===== src/rtl/pe_array_pkg.sv =====
// rtl/pe_array_pkg.sv - shared constants, drain FSM states and size clamp for the PE array drain
package pe_array_pkg;

  localparam int DATA_WIDTH = 16;
  localparam int ARRAY_DIM  = 5;

  typedef enum logic [1:0] {
    IDLE     = 2'd0,
    STREAM   = 2'd1,
    WAIT_LOW = 2'd2
  } drain_state_t;

  // Oversized requests saturate to the physical array; 0 passes through so the caller can flag it.
  function automatic logic [2:0] clamp_size(input logic [2:0] fs);
    if (fs > 3'(ARRAY_DIM)) begin
      return 3'(ARRAY_DIM);
    end
    return fs;
  endfunction

endpackage


===== src/rtl/pe_array_result_drain_if.sv =====
// rtl/pe_array_result_drain_if.sv - result stream from the drain to the downstream writer
interface pe_array_result_drain_if #(
  parameter int DATA_WIDTH = 16
);

  logic [DATA_WIDTH-1:0] out_data;
  logic                  out_valid;
  logic                  out_ready;
  logic [2:0]            out_row;
  logic [2:0]            out_col;
  logic                  out_last;

  modport master (
    output out_data, out_valid, out_row, out_col, out_last,
    input  out_ready
  );

  modport slave (
    input  out_data, out_valid, out_row, out_col, out_last,
    output out_ready
  );

endinterface


===== src/rtl/pe_drain_index_ctr.sv =====
// rtl/pe_drain_index_ctr.sv - row-major row/col walker over an N x N sub-block
module pe_drain_index_ctr (
  input  logic       clk,
  input  logic       reset,
  input  logic       clear,
  input  logic       advance,
  input  logic [2:0] n,
  output logic [2:0] row,
  output logic [2:0] col,
  output logic       last
);

  logic col_end;
  logic row_end;

  assign col_end = (col == n - 3'd1);
  assign row_end = (row == n - 3'd1);
  assign last    = col_end && row_end;

  // Advancing past the final element wraps back to (0,0) so the walker is ready for the next block.
  always_ff @(posedge clk) begin
    if (reset || clear) begin
      row <= 3'd0;
      col <= 3'd0;
    end else if (advance) begin
      if (col_end) begin
        col <= 3'd0;
        row <= row_end ? 3'd0 : row + 3'd1;
      end else begin
        col <= col + 3'd1;
      end
    end
  end

endmodule


===== src/rtl/pe_array_result_drain.sv =====
// rtl/pe_array_result_drain.sv - snapshots PE array results on done and streams the N x N block
module pe_array_result_drain #(
  parameter int DATA_WIDTH = pe_array_pkg::DATA_WIDTH,
  parameter int ARRAY_DIM  = pe_array_pkg::ARRAY_DIM
) (
  input  logic                                     clk,
  input  logic                                     reset,
  input  logic                                     done,
  input  logic [2:0]                               filter_size,
  input  logic [ARRAY_DIM*ARRAY_DIM*DATA_WIDTH-1:0] pe_out,
  pe_array_result_drain_if.master                  drain,
  output logic                                     busy,
  output logic                                     size_err,
  output logic                                     overrun
);

  import pe_array_pkg::*;

  localparam int NWORDS = ARRAY_DIM * ARRAY_DIM;
  localparam int IW     = $clog2(NWORDS);

  drain_state_t          state;
  drain_state_t          state_nx;
  logic                  done_q;
  logic                  done_rise;
  logic                  load;
  logic                  xfer;
  logic                  last;
  logic [2:0]            n_cap;
  logic [2:0]            n_q;
  logic [2:0]            row;
  logic [2:0]            col;
  logic [IW-1:0]         idx;
  logic [DATA_WIDTH-1:0] snap [NWORDS];

  assign done_rise = done & ~done_q;
  assign n_cap     = clamp_size(filter_size);
  assign load      = (state == IDLE) && done_rise;
  assign xfer      = (state == STREAM) && drain.out_ready;
  assign idx       = IW'(row) * IW'(ARRAY_DIM) + IW'(col);

  pe_drain_index_ctr u_idx (
    .clk     (clk),
    .reset   (reset),
    .clear   (load),
    .advance (xfer),
    .n       (n_q),
    .row     (row),
    .col     (col),
    .last    (last)
  );

  always_ff @(posedge clk) begin
    if (reset) begin
      state    <= IDLE;
      done_q   <= 1'b0;
      n_q      <= 3'd0;
      size_err <= 1'b0;
      overrun  <= 1'b0;
    end else begin
      state    <= state_nx;
      done_q   <= done;
      size_err <= load && (n_cap == 3'd0);
      if (load) begin
        n_q <= n_cap;
      end
      if (done_rise && (state != IDLE)) begin
        overrun <= 1'b1;
      end
    end
  end

  // The bank is deliberately left out of reset: it is only meaningful after a capture.
  always_ff @(posedge clk) begin
    if (load) begin
      for (int i = 0; i < NWORDS; i++) begin
        snap[i] <= pe_out[i*DATA_WIDTH +: DATA_WIDTH];
      end
    end
  end

  always_comb begin
    state_nx = state;
    case (state)
      IDLE: begin
        if (done_rise) begin
          state_nx = (n_cap == 3'd0) ? WAIT_LOW : STREAM;
        end
      end
      STREAM: begin
        if (xfer && last) begin
          state_nx = done ? WAIT_LOW : IDLE;
        end
      end
      WAIT_LOW: begin
        if (!done) begin
          state_nx = IDLE;
        end
      end
      default: state_nx = IDLE;
    endcase
  end

  assign drain.out_valid = (state == STREAM);
  assign drain.out_data  = drain.out_valid ? snap[idx] : '0;
  assign drain.out_row   = row;
  assign drain.out_col   = col;
  assign drain.out_last  = drain.out_valid && last;
  assign busy            = (state != IDLE);

endmodule


===== src/flat_wrapper.sv =====
// flat-port wrapper written by rule: the top's interface ports become plain ports
module pe_array_result_drain_flat import pe_array_pkg::*;
#(
  parameter int DATA_WIDTH = pe_array_pkg::DATA_WIDTH,
  parameter int ARRAY_DIM  = pe_array_pkg::ARRAY_DIM
)
  (clk, reset, done, filter_size, pe_out, busy, size_err, overrun, drain_out_data, drain_out_valid, drain_out_row, drain_out_col, drain_out_last, drain_out_ready);
  pe_array_result_drain_if #(.DATA_WIDTH(DATA_WIDTH)) drain_i ();
  input  logic clk;
  input  logic reset;
  input  logic done;
  input  logic [2:0] filter_size;
  input  logic [ARRAY_DIM*ARRAY_DIM*DATA_WIDTH-1:0] pe_out;
  output logic busy;
  output logic size_err;
  output logic overrun;
  output wire logic [$bits(drain_i.out_data)-1:0] drain_out_data;
  output wire logic [$bits(drain_i.out_valid)-1:0] drain_out_valid;
  output wire logic [$bits(drain_i.out_row)-1:0] drain_out_row;
  output wire logic [$bits(drain_i.out_col)-1:0] drain_out_col;
  output wire logic [$bits(drain_i.out_last)-1:0] drain_out_last;
  input wire logic [$bits(drain_i.out_ready)-1:0] drain_out_ready;
  assign drain_out_data = drain_i.out_data;
  assign drain_out_valid = drain_i.out_valid;
  assign drain_out_row = drain_i.out_row;
  assign drain_out_col = drain_i.out_col;
  assign drain_out_last = drain_i.out_last;
  assign drain_i.out_ready = drain_out_ready;
  pe_array_result_drain #(.DATA_WIDTH(DATA_WIDTH), .ARRAY_DIM(ARRAY_DIM)) u_core (.clk(clk), .reset(reset), .done(done), .filter_size(filter_size), .pe_out(pe_out), .drain(drain_i), .busy(busy), .size_err(size_err), .overrun(overrun));
endmodule

===== config.mk =====
export PLATFORM = sky130hd
export DESIGN_NAME = pe_array_result_drain_flat
export DESIGN_NICKNAME = d
export VERILOG_FILES = /design/src/rtl/pe_array_pkg.sv /design/src/rtl/pe_array_result_drain_if.sv /design/src/rtl/pe_drain_index_ctr.sv /design/src/rtl/pe_array_result_drain.sv /design/src/flat_wrapper.sv
export SDC_FILE = /design/constraint.sdc
export NUM_CORES = 1
export LEC_CHECK = 0
export ABC_AREA = 1
export CORE_MARGIN = 2
export CORE_UTILIZATION = 49
export DETAILED_ROUTE_END_ITERATION = 10
export GPL_TIMING_DRIVEN = 0
export PLACE_DENSITY = 0.91
export SETUP_SLACK_MARGIN = 0.15
export SYNTH_ARGS = -nofsm -noshare
export SYNTH_HDL_FRONTEND = slang
export SYNTH_SLANG_ARGS = --single-unit

===== constraint.sdc =====
create_clock -name clk -period 47 [get_ports clk]
set_input_delay 7.05 -clock clk [delete_from_list [all_inputs] [get_ports clk]]
set_output_delay 7.05 -clock clk [all_outputs]
set_load 0.01 [all_outputs]

==> results.json <==
{
  "cts_num_sinks": 414,
  "post_synthesis_compound_gate_area_fraction_pct": 4.176,
  "die_x_um": 189.4,
  "postRouteWirelength_mm": 57.24,
  "clk_pin_slew_worst_paths_ps": 60,
  "combPwrFrac_pct": 14.8,
  "switching_share_pct": 24.11,
  "final.period_utilization_pct": 24.99,
  "clkPwrFrac_pct": 35.7,
  "synthesis.area_per_instance_um2": 11.92,
  "synth.most_common_cell": "sky130_fd_sc_hd__edfxtp_1",
  "tritoncts_clock_tree": "yes",
  "power.leakage_nw": 8.632,
  "cts.repair.resized": 0,
  "startpoint": "u_core.u_idx.row[0]",
  "endpoint": "drain_out_data[9]",
  "synth_mux_area_share_pct": 0,
  "grt_pass1_vias": 13970,
  "synth-edff-count": 400,
  "layout_overhead_on_the_synthesized_area_pct": 39.53,
  "cts_made_buffers": 43,
  "power_per_cell_area_nw_per_um2": 39.10,
  "synth_simple_gate_area_share_pct": 18.44,
  "reg2reg_from": "u_core.state[0]",
  "synth_top_family_by_area": "simple AND/OR/NAND/NOR gates",
  "synthFlopType": "sky130_fd_sc_hd__edfxtp_1",
  "crit_fanout": 10,
  "power_switching_w": 0.0002215,
  "synth_common_cells": "400 x sky130_fd_sc_hd__edfxtp_1, 384 x sky130_fd_sc_hd__nand2_1, 257 x sky130_fd_sc_hd__nand3_1, 88 x sky130_fd_sc_hd__nor2_1, 66 x sky130_fd_sc_hd__o21ai_0",
  "drive_above_1_share_pct": 7.610,
  "count_of_state_elements_after_synthesis": 414,
  "worst-endpoint-arrival_ps": 4700,
  "wl_per_cell_um": 23.75,
  "worstSetupPathType": "reg2out",
  "clock_insertion_delay_worst_skew_ps": 530,
  "post-dp-hpwl_mm": 43.39,
  "routed-via-count": 13660,
  "final_antenna_net_count": 0,
  "syn_area_um2": 16840,
  "synth_top_cells_by_area": "sky130_fd_sc_hd__edfxtp_1 71%, sky130_fd_sc_hd__nand2_1 8.6%, sky130_fd_sc_hd__nand3_1 7.6%",
  "synth.top_cell.area_share_pct": 71.34,
  "power_frac_seq_pct": 49.5,
  "global_route.overflow_total": 0,
  "cts.root.buffer_cell": "sky130_fd_sc_hd__clkbuf_16",
  "timing_hold_violations_final": 0,
  "grt_pass1_wl_mm": 82.61,
  "crit_path_end_kind": "output port",
  "die_area_um2": 35860,
  "grt_start_max_net_pins": 16,
  "cell_internal_pwr_w": 0.0006971,
  "first_iter_violations": 1264,
  "clock_tree.htree_level_count": 2,
  "slew-limit-headroom_pct": 47.07,
  "global_placement_routability_congestion": 0.8959,
  "synth-adder-area-share_pct": 0.9363,
  "floorplan.initialDensity_pct": 49.96,
  "drt_drc_violations_left": 0,
  "synthCells": 1413,
  "setup.reg_to_reg.worst_slack_ps": 43730,
  "fin_nets": 2345,
  "final_core_utilization_pct": 69.71,
  "viasPerCell": 5.667,
  "finalSetupViolCount": 0,
  "irDropWorstVdd_v": 0.00003021,
  "ys_seq_area_share_pct": 73.00,
  "ctsHoldBuffers": 0,
  "fp-row-count": 67,
  "drv.max_cap_violation_count": 0,
  "grt_antenna_before_repair": 4,
  "slew_viol_final": 0,
  "worst_clock_skew_ps": 6.855,
  "status": "completed",
  "post_synth_xor_area_fraction_pct": 0.3047,
  "post-route-min-period_ps": 11750,
  "rsz0062_at_grt": "no",
  "cell_count_of_the_worst_reg_to_reg_path": 12,
  "fmax_mhz": 85.13,
  "boundaryPins": 434,
  "setup_fix_buffers_added_after_clock_tree_synthesis": 0,
  "yosysTopAreaCell": "sky130_fd_sc_hd__edfxtp_1",
  "cts_buffer_depth": 3,
  "core-area_um2": 33700,
  "worst_pin_slew_ps": 793.9,
  "synthesis.nets": 1832,
  "drt_first_pass_iters": 7,
  "worstReg2RegEnd": "u_core.snap[16][12]",
  "portBuffers": 433,
  "yosysWarningCount": 0,
  "grtUsageTotal_pct": 31.38,
  "fin_worst_hold_slack_ps": 518.5,
  "worstPathRequired_ps": 39950,
  "timing.critical_path.from_type": "register",
  "hold_class": "reg2reg",
  "netlist-cell-type-count": 31,
  "async_reset_ff_share_pct": 0,
  "chipHeight_um": 189.4
}
==> flip-flops by register name (all words and copies together) (netlist names) <==
register / count
u_core.u_idx.row: 3
u_core.overrun: 1
u_core.size_err: 1
u_core.done_q: 1
u_core.u_idx.col: 3
u_core.snap: 400
u_core.state: 2
u_core.n_q: 3
==> per-stage QoR <==
step           area [um2]  std cells  worst slack, ps  setup TNS, ps   power, W
2_1_floorplan       16840       1413             9846              0  0.0005506
3_3_place_gp        21730       2294           -388.4         -451.8  0.0006290
5_1_grt             23490       2410            35090              0  0.0009461
4_1_cts             23480       2406            35210              0  0.0009190
6_report            23490       2410            35250              0  0.0009186
3_5_place_dp        22150       2329            35760              0  0.0005958
==> cell type report <==
type	count	area [um2]
flip-flops and latches	414	12290
fillers	2231	10210
repair buffers	468	4743
multi-input cells	890	4021
clock buffers	61	1186
well taps	448	560.5
plain buffers	82	427.9
clock inverters	16	150.1
inverters	27	101.3
diodes	4	10.01
==> routing by layer <==
metal,vias to the layer above,global-route usage [%],routed length [um]
met2,891,55.04,28720
li1,6046,-,-
met1,6551,36.39,19880
met5,-,0,11
met3,167,7.377,5791
met4,2,14.88,2841
==> worst min-delay path by stage <==
| stage | cells past startpoint | endpoint | startpoint | slack [ps] |
|---|---|---|---|---|
| finish | 2 | u_core.n_q[1] | u_core.n_q[1] | 520 |
| global route | 2 | u_core.n_q[1] | u_core.n_q[1] | 530 |
| CTS | 2 | u_core.state[1] | u_core.state[1] | 510 |
| detailed placement | 2 | u_core.overrun | u_core.overrun | 490 |
| global placement | 2 | u_core.n_q[1] | u_core.n_q[1] | 480 |
| floorplan | 2 | u_core.n_q[1] | u_core.n_q[1] | 450 |
==> power groups by stage <==
| stage | logic (W) | clock network [W] | registers [W] |
|---|---|---|---|
| global placement | 0.000120 | 0 | 0.000509 |
| detailed placement | 0.000134 | 0 | 0.000462 |
| CTS | 0.000135 | 0.000329 | 0.000454 |
| finish | 0.000136 | 0.000328 | 0.000455 |
| floorplan | 0.0000563 | 0 | 0.000494 |
| global route | 0.000146 | 0.000344 | 0.000456 |
==> cells by family after synthesis <==
logic type | after synthesis
simple gates | 736
buf+inv | 109
fa+ha+maj | 12
compound gates | 137
flops | 414
xor+xnor | 5
==> placed cells by master (no fill, tap or decap), types with 2 or more instances in the layout <==
master / Yosys / layout
sky130_fd_sc_hd__o21ai_1: 9 / 9
sky130_fd_sc_hd__ha_1: 11 / 11
sky130_fd_sc_hd__o22ai_1: 3 / 3
sky130_fd_sc_hd__nand2_2: 2 / 2
sky130_fd_sc_hd__buf_1: 2 / 2
sky130_fd_sc_hd__buf_6: 1 / 32
sky130_fd_sc_hd__xor2_1: 2 / 2
sky130_fd_sc_hd__inv_1: 22 / 22
sky130_fd_sc_hd__buf_4: 20 / 20
sky130_fd_sc_hd__clkdlybuf4s50_1: 0 / 433
sky130_fd_sc_hd__diode_2: 0 / 4
sky130_fd_sc_hd__buf_8: 0 / 4
sky130_fd_sc_hd__buf_2: 30 / 30
sky130_fd_sc_hd__clkinv_2: 0 / 5
sky130_fd_sc_hd__inv_2: 4 / 4
sky130_fd_sc_hd__nor2_1: 88 / 88
sky130_fd_sc_hd__xnor2_1: 2 / 2
sky130_fd_sc_hd__bufinv_16: 0 / 3
sky130_fd_sc_hd__a21oi_1: 54 / 54
sky130_fd_sc_hd__dfxtp_1: 14 / 14
sky130_fd_sc_hd__clkbuf_1: 29 / 45
sky130_fd_sc_hd__clkbuf_16: 0 / 45
sky130_fd_sc_hd__edfxtp_1: 400 / 400
sky130_fd_sc_hd__nand2_1: 384 / 384
sky130_fd_sc_hd__clkinv_1: 1 / 8
sky130_fd_sc_hd__o211ai_1: 2 / 2
sky130_fd_sc_hd__nand3_1: 257 / 257
sky130_fd_sc_hd__o21ai_0: 66 / 66
==> worst max-delay path, cell delays in order (launching register included) <==
cell and delay (ps):
sky130_fd_sc_hd__dfxtp_1 530, sky130_fd_sc_hd__ha_1 310, sky130_fd_sc_hd__ha_1 310, sky130_fd_sc_hd__fa_1 630
sky130_fd_sc_hd__clkbuf_1 480, sky130_fd_sc_hd__clkbuf_1 550, sky130_fd_sc_hd__nand3_1 270, sky130_fd_sc_hd__nand3_1 190
sky130_fd_sc_hd__a21oi_1 130, sky130_fd_sc_hd__nor2_1 140, sky130_fd_sc_hd__clkdlybuf4s50_1 610
No activity file was read; power rests on OpenSTA's default activity.
